## src/rtl/bcd_pkg.sv

```systemverilog
// Shared constants and state encoding for the packed-BCD arithmetic blocks.
package bcd_pkg;

    localparam int BCD_DIGIT_W = 4;
    localparam int BCD_MAX     = 9;
    localparam int BCD_CORR    = 6;

    typedef enum logic {
        IDLE = 1'b0,
        ADD  = 1'b1
    } state_t;

endpackage

```

## src/rtl/bcd_digit_add.sv

```systemverilog
// Single-digit combinational BCD adder with carry and invalid-digit flag.
module bcd_digit_add
    import bcd_pkg::*;
(
    input  logic [BCD_DIGIT_W-1:0] a_d,
    input  logic [BCD_DIGIT_W-1:0] b_d,
    input  logic                   ci,
    output logic [BCD_DIGIT_W-1:0] s_d,
    output logic                   co,
    output logic                   bad
);

    logic [BCD_DIGIT_W:0] w_t;

    assign w_t = {1'b0, a_d} + {1'b0, b_d} + {{BCD_DIGIT_W{1'b0}}, ci};
    assign co  = (w_t > (BCD_DIGIT_W+1)'(BCD_MAX));
    // Only the low nibble of the corrected value is kept; the overflow is the carry.
    assign s_d = co ? (w_t[BCD_DIGIT_W-1:0] + BCD_DIGIT_W'(BCD_CORR))
                    : w_t[BCD_DIGIT_W-1:0];
    assign bad = (a_d > BCD_DIGIT_W'(BCD_MAX)) | (b_d > BCD_DIGIT_W'(BCD_MAX));

endmodule

```

## src/rtl/bcd_serial_adder.sv

```systemverilog
// Digit-serial packed-BCD adder: one digit per clock, LSD first, start/done handshake.
module bcd_serial_adder
    import bcd_pkg::*;
#(
    parameter int DIGITS = 4
) (
    input  logic                          clk,
    input  logic                          rst,
    input  logic                          start,
    input  logic [BCD_DIGIT_W*DIGITS-1:0] a,
    input  logic [BCD_DIGIT_W*DIGITS-1:0] b,
    input  logic                          cin,
    output logic                          busy,
    output logic                          done,
    output logic [BCD_DIGIT_W*DIGITS-1:0] sum,
    output logic                          cout,
    output logic                          invalid
);

    localparam int W     = BCD_DIGIT_W * DIGITS;
    localparam int IDX_W = (DIGITS > 1) ? $clog2(DIGITS) : 1;
    localparam logic [IDX_W-1:0] IDX_LAST = IDX_W'(DIGITS - 1);

    state_t           r_state;
    state_t           w_state_next;
    logic [W-1:0]     r_a;
    logic [W-1:0]     r_b;
    logic             r_carry;
    logic [IDX_W-1:0] r_idx;
    logic [W-1:0]     r_work;
    logic             r_inv_work;
    logic [W-1:0]     r_sum;
    logic             r_cout;
    logic             r_inv;
    logic             r_done;

    logic             w_load;
    logic             w_step;
    logic             w_last;
    logic [BCD_DIGIT_W-1:0] w_s_d;
    logic             w_co;
    logic             w_bad;
    logic [W-1:0]     w_work_next;

    // Operands shift right each step so the active digit is always at the bottom.
    bcd_digit_add u_digit (
        .a_d (r_a[BCD_DIGIT_W-1:0]),
        .b_d (r_b[BCD_DIGIT_W-1:0]),
        .ci  (r_carry),
        .s_d (w_s_d),
        .co  (w_co),
        .bad (w_bad)
    );

    generate
        if (DIGITS == 1) begin : g_work_single
            assign w_work_next = w_s_d;
        end else begin : g_work_multi
            assign w_work_next = {w_s_d, r_work[W-1:BCD_DIGIT_W]};
        end
    endgenerate

    always_ff @(posedge clk or posedge rst) begin
        if (rst) begin
            r_state <= IDLE;
        end else begin
            r_state <= w_state_next;
        end
    end

    always_comb begin
        w_state_next = r_state;
        w_load       = 1'b0;
        w_step       = 1'b0;
        w_last       = 1'b0;
        case (r_state)
            IDLE: begin
                if (start) begin
                    w_load       = 1'b1;
                    w_state_next = ADD;
                end
            end
            ADD: begin
                w_step = 1'b1;
                if (r_idx == IDX_LAST) begin
                    w_last       = 1'b1;
                    w_state_next = IDLE;
                end
            end
            default: w_state_next = IDLE;
        endcase
    end

    always_ff @(posedge clk or posedge rst) begin
        if (rst) begin
            r_a        <= '0;
            r_b        <= '0;
            r_carry    <= 1'b0;
            r_idx      <= '0;
            r_work     <= '0;
            r_inv_work <= 1'b0;
            r_sum      <= '0;
            r_cout     <= 1'b0;
            r_inv      <= 1'b0;
            r_done     <= 1'b0;
        end else begin
            r_done <= w_last;
            if (w_load) begin
                r_a        <= a;
                r_b        <= b;
                r_carry    <= cin;
                r_idx      <= '0;
                r_work     <= '0;
                r_inv_work <= 1'b0;
            end else if (w_step) begin
                r_a        <= r_a >> BCD_DIGIT_W;
                r_b        <= r_b >> BCD_DIGIT_W;
                r_carry    <= w_co;
                r_idx      <= r_idx + 1'b1;
                r_work     <= w_work_next;
                r_inv_work <= r_inv_work | w_bad;
                if (w_last) begin
                    r_sum  <= w_work_next;
                    r_cout <= w_co;
                    r_inv  <= r_inv_work | w_bad;
                end
            end
        end
    end

    assign busy    = (r_state == ADD);
    assign done    = r_done;
    assign sum     = r_sum;
    assign cout    = r_cout;
    assign invalid = r_inv;

endmodule

```

## config.mk

```make
export PLATFORM = sky130hd
export DESIGN_NAME = bcd_serial_adder
export DESIGN_NICKNAME = d
export VERILOG_FILES = /design/src/rtl/bcd_pkg.sv /design/src/rtl/bcd_digit_add.sv /design/src/rtl/bcd_serial_adder.sv
export SDC_FILE = /design/constraint.sdc
export NUM_CORES = 1
export LEC_CHECK = 0
export CORE_MARGIN = 1
export CORE_UTILIZATION = 38
export DETAILED_ROUTE_END_ITERATION = 10
export PLACE_DENSITY_LB_ADDON = 0.15
export SLEW_MARGIN = 20
export SYNTH_ARGS = -nofsm -noshare
export SYNTH_HDL_FRONTEND = slang
export SYNTH_SLANG_ARGS = --single-unit
```

## constraint.sdc

```tcl
create_clock -name clk -period 4.25 [get_ports clk]
set_input_delay 0.85 -clock clk [delete_from_list [all_inputs] [get_ports clk]]
set_output_delay 0.85 -clock clk [all_outputs]
set_load 0.01 [all_outputs]
```

Word-level counts from Yosys, hierarchy flattened --
Index checks and enable logic that the tools add are counted.
Operators by class: add/subtract/negate cells 4, reduce and logical (&&, ||, !) cells 2, multiply operators 0, muxes and demuxes 20, div/mod/pow operators 0, equal/unequal tests 1, shifts and indexed selects 0, bitwise gates (word level) 4, order comparisons 3
Operator list (count):
- $mux 16 | 6
- $mux 1 | 10
- $gt 4x4->1 const B | 2
- $add 4x4->5 | 1
- $add 5x1->5 | 1
- $gt 5x4->1 const B | 1
- $add 4x3->4 const B | 1
- $mux 2 | 2
- $mux 4 | 1
- $reduce_and 3->1 | 1
- $add 2x1->2 const B | 1
- $eq 2x2->1 const B | 1
- $not 1->1 | 2
- $or 1x1->1 | 2
- $pmux 1 s2 | 1
- $reduce_bool 2->1 | 1
Storage, ports and cells: register bits 72, memories 0, memory bits (writable) 0, word-level logic and storage cells 45, ROM bits 0, latch bits 0, input port bits 36

Logic depth before layout (Yosys ltp) --
depth in word-level cells 6, depth in mapped cells 9, mapped depth without buffers 9

Hierarchy --
A second synthesis with hierarchy kept.
Second synthesis, totals: cell total of the unflattened synthesis 267, area, all modules 3114.2 um^2
By module, submodules not included:
- bcd_serial_adder | times used 1, area an instance 2889.0 um^2, cells an instance 242
- bcd_digit_add | times used 1, area an instance 225.2 um^2, cells an instance 25

Least setup slack after synthesis --
Ideal clock, no wire load.
path kind reg2reg, start reg r_a[0], end reg r_sum[13] (netlist: sum[13]), path buffers 0, period minus slack after synthesis 2.652 ns, stages on the path, launching flop included 10, arrival 2.529 ns, slack 1.598 ns, cells stage by stage dfrtp_1 -> fa_1 -> fa_1 -> xor2_1 -> inv_2 -> ha_1 -> nor2b_1 -> a21oi_1 -> a311oi_1 -> a211o_1
On the way: word-level cells in the longest chain between the ends 4
RTL lines:
- start: declaration | RTL line bcd_serial_adder.sv:26 | logic [W-1:0] r_a;
- start signal: assignment | RTL line bcd_serial_adder.sv:116 | r_a <= r_a >> BCD_DIGIT_W;
- $add 4x4->5 (*) | RTL line bcd_digit_add.sv:15 | assign w_t = {1'b0, a_d} + {1'b0, b_d} + {{BCD_DIGIT_W{1'b0}}, ci};
- $add 5x1->5 (*) | RTL line bcd_digit_add.sv:15
- $add 4x3->4 / $gt 5x4->1 (equally long branches) | RTL line bcd_digit_add.sv:18, bcd_digit_add.sv:16
- $mux 4 (*) | RTL line bcd_digit_add.sv:18 | assign s_d = co ? (w_t[BCD_DIGIT_W-1:0] + BCD_DIGIT_W'(BCD_CORR))
- end signal: assignment | RTL line bcd_serial_adder.sv:123 | r_sum <= w_work_next;
- end: declaration | RTL line bcd_serial_adder.sv:32 | logic [W-1:0] r_sum;
Every way passes the cells marked *; elsewhere a longest branch is shown, timed or not. A chain may end at the register's enable or synchronous reset.

Worst setup path in the final report --
Same ends and word-level chain as after synthesis.

==> flow_summary.json <==
{
  "status": "completed",
  "rows": 32,
  "layout_worst_path_cycle_share_pct": 70.3,
  "critical_path.top_delay_family": "adder cells",
  "ys_ff_latch": 68,
  "clock_path_buffers": 2,
  "cts_made_buffers": 9,
  "io_pins": 56,
  "die_width_um": 93.0,
  "async_flop_share_pct": 100,
  "slew_violations": 0,
  "place_ws_ns": 1.34,
  "p_int_uw": 1730,
  "fin_skew_ns": 0.00626,
  "ys_seq_area_share_pct": 54.1,
  "worstPathRequired_ns": 4.47,
  "power_leakage_uw": 0.00188,
  "p_total_uw": 2780,
  "ir_drop_mv": 0.235,
  "synth_cells": 320,
  "cp.depth": 9,
  "synth_edf_count": 0,
  "first_global_vias": 2425,
  "clkTransAtPathRegs_ns": 0.08,
  "clock-sinks": 68,
  "relSlewSlack_pct": 53.5,
  "crit_path_start_kind": "register",
  "drcViolationCount": 0,
  "vias_per_cell": 5.01,
  "start_util_pct": 39.9,
  "endpoint_kind": "register",
  "portBuffers": 55,
  "area_delta_synth_final_pct": 26.6,
  "antenna_cells": 0,
  "yosys_warnings": 0,
  "die_area_um2": 8650,
  "hold_viol": 0,
  "antenna_found_initial": 0,
  "path_cells": "fa_1 > fa_1 > xor2_1 > inv_2 > ha_1 > nor2b_1 > a21oi_1 > a311oi_1 > a211o_1",
  "cpPeakStageDelay_ns": 0.49,
  "ys_types": 40,
  "seqPwrFrac_pct": 37.7,
  "drt_iter0_markers": 93,
  "finalSetupViolations": 0,
  "cts_tree": "built",
  "wl_per_cell_um": 13.5,
  "power_density_nw_per_um2": 699,
  "holdBufCountCts": 0,
  "root_buffer": "clkbuf_8",
  "die_h_um": 93.0,
  "clk_latency_ns": 0.33,
  "ant_nets": 0,
  "grt_usage_pct": 16.9,
  "tns_ns": 0,
  "drt-total-wl_um": 6450,
  "globalplace.congestion": 0.805,
  "syn_area_um2": 3150,
  "worst-endpoint-arrival_ns": 3.20,
  "path_class": "register to register",
  "ff2ff_path_depth": 9,
  "cap_violations": 0,
  "synth_area_per_cell_um2": 9.84,
  "cts_max_level": 3,
  "worst_pin_slew_ns": 0.696,
  "grt_first_pass_wirelength_um": 11300,
  "worstHoldPathCells": 2,
  "cts_setup_buffers": 0,
  "p_sw_uw": 1050,
  "cts_resized": 0,
  "seq_area_um2": 1700,
  "nets": 413,
  "fill_cells": 731,
  "critPathBufInv": 1,
  "rsz0062_at_grt": "false",
  "drive_gt1_share_pct": 6.93,
  "synth_nets": 363,
  "grt_overflow": 0,
  "min_period_ns": 2.99,
  "max_freq_ghz": 0.335,
  "cpMaxStageDelayCell": "fa_1",
  "crit_path_frequent_cell": "fa_1",
  "combPwrFrac_pct": 42.4,
  "dp_hpwl_um": 4370,
  "num_vias": 2392,
  "multi_input_area_um2": 1340,
  "dr.pass1.iters": 4,
  "crit_fanout": 5,
  "swShare_pct": 37.9,
  "ys.flop_type": "dfrtp_1",
  "hold_class": "register to register",
  "clkPwrFrac_pct": 19.9,
  "grt_max_degree": 84,
  "core_um2": 7890,
  "worst_slack_ns": 1.26
}
[power by group through the flow]
stage	registers (uW)	logic, uW	clock network, uW
floorplan	1070	795	0
global placement	1060	1160	0
detailed placement	1060	1180	0
CTS	1050	1190	568
global route	1080	1340	596
finish	1050	1180	553
[placed cells by master (no fill, tap or decap), types with 2 or more instances in the layout]
| master | count |
|---|---|
| inv_2 | 2 |
| o21ai_1 | 2 |
| a22o_1 | 2 |
| inv_1 | 4 |
| ha_1 | 5 |
| clkbuf_8 | 11 |
| o21ai_0 | 38 |
| a32oi_1 | 2 |
| clkinvlp_4 | 2 |
| buf_4 | 2 |
| nor2_1 | 15 |
| a21o_1 | 3 |
| a31oi_1 | 5 |
| a211oi_1 | 2 |
| a211o_1 | 2 |
| mux2i_1 | 33 |
| fa_1 | 2 |
| a21oi_1 | 4 |
| nand2_1 | 90 |
| dfrtp_1 | 67 |
| clkdlybuf4s50_1 | 54 |
| nor2b_1 | 3 |
[cell families (layout without fill, tap and decap cells)]
family / count (synthesis) / in the layout / share of synthesized area (%)
buf+inv: 26 / 81 / 3.50
simple gates: 117 / 117 / 15.3
flops: 68 / 68 / 54.1
compound gates: 68 / 68 / 13.1
fa+ha+maj: 7 / 7 / 3.26
xor+xnor: 1 / 1 / 0.278
mux: 33 / 33 / 10.5
[per-layer routing]
metal  global-route usage, %  wire length [um]
met1                    22.8              3160
met2                    25.1              2900
met3                    4.88               273
met4                    7.95               126
met5                       0                 0
[worst min-delay path, stage by stage (launching register included)]
cell and delay [ns]:
dfrtp_1 0.34, nand2_1 0.05, nand2_1 0.06
[through the flow]
stage / instance area, um^2 / hold slack, ns / util [%] / instances
after floorplan: 3150 / 0.439 / - / 320
after global placement: 3770 / 0.457 / 47.8 / 461
after detailed placement: 3770 / 0.462 / 47.8 / 461
after CTS: 3980 / 0.481 / 50.5 / 477
after global routing: 3980 / 0.504 / 50.5 / 477
final: 3980 / 0.479 / 50.5 / 477
[layout make-up]
type | count | share of cell area [%]
clock buffers | 11 | 3.80
clock inverters | 5 | 1.48
inverters | 7 | 0.660
multi-input cells | 226 | 33.5
flip-flops and latches | 68 | 42.7
well taps | 102 | 3.20
repair buffers | 58 | 14.6
[final timing paths]
path                                     startpoint             endpoint  slack [ns]
worst max-delay path             r_a[0]$_DFFE_PP0P_  sum[13]$_DFFE_PP0P_        1.26
worst min-delay path            sum[10]$_DFFE_PP0P_  sum[10]$_DFFE_PP0P_        0.48
worst max register to register   r_a[0]$_DFFE_PP0P_  sum[13]$_DFFE_PP0P_        1.26
worst min register to register  sum[10]$_DFFE_PP0P_  sum[10]$_DFFE_PP0P_        0.48
max in group asynchronous                       rst       busy$_DFF_PP0_        3.05
min in group asynchronous                       rst   sum[7]$_DFFE_PP0P_        0.90
[sequential cells by signal (all words and copies together), names as in the netlist, 2 cells and up]
signal,cells
r_a,16
r_b,16
r_idx,2
r_work,12
sum,16
[synthesized netlist by cell type, types with 2 or more instances]
library cell  number  area [um^2]
nand2_1           90          338
dfrtp_1           68         1700
o21ai_0           38          190
mux2i_1           33          330
nor2_1            15         56.3
clkbuf_1          14         52.6
a31oi_1            5         31.3
ha_1               5         62.6
inv_1              5         18.8
a21oi_1            4         20.0
buf_2              4         20.0
a21o_1             3         22.5
nor2b_1            3         18.8
a211o_1            2         17.5
a211oi_1           2         15.0
a22o_1             2         17.5
a32oi_1            2         17.5
fa_1               2         40.0
o21ai_1            2         10.0
Note: power is estimated with default switching activity, not from simulation.
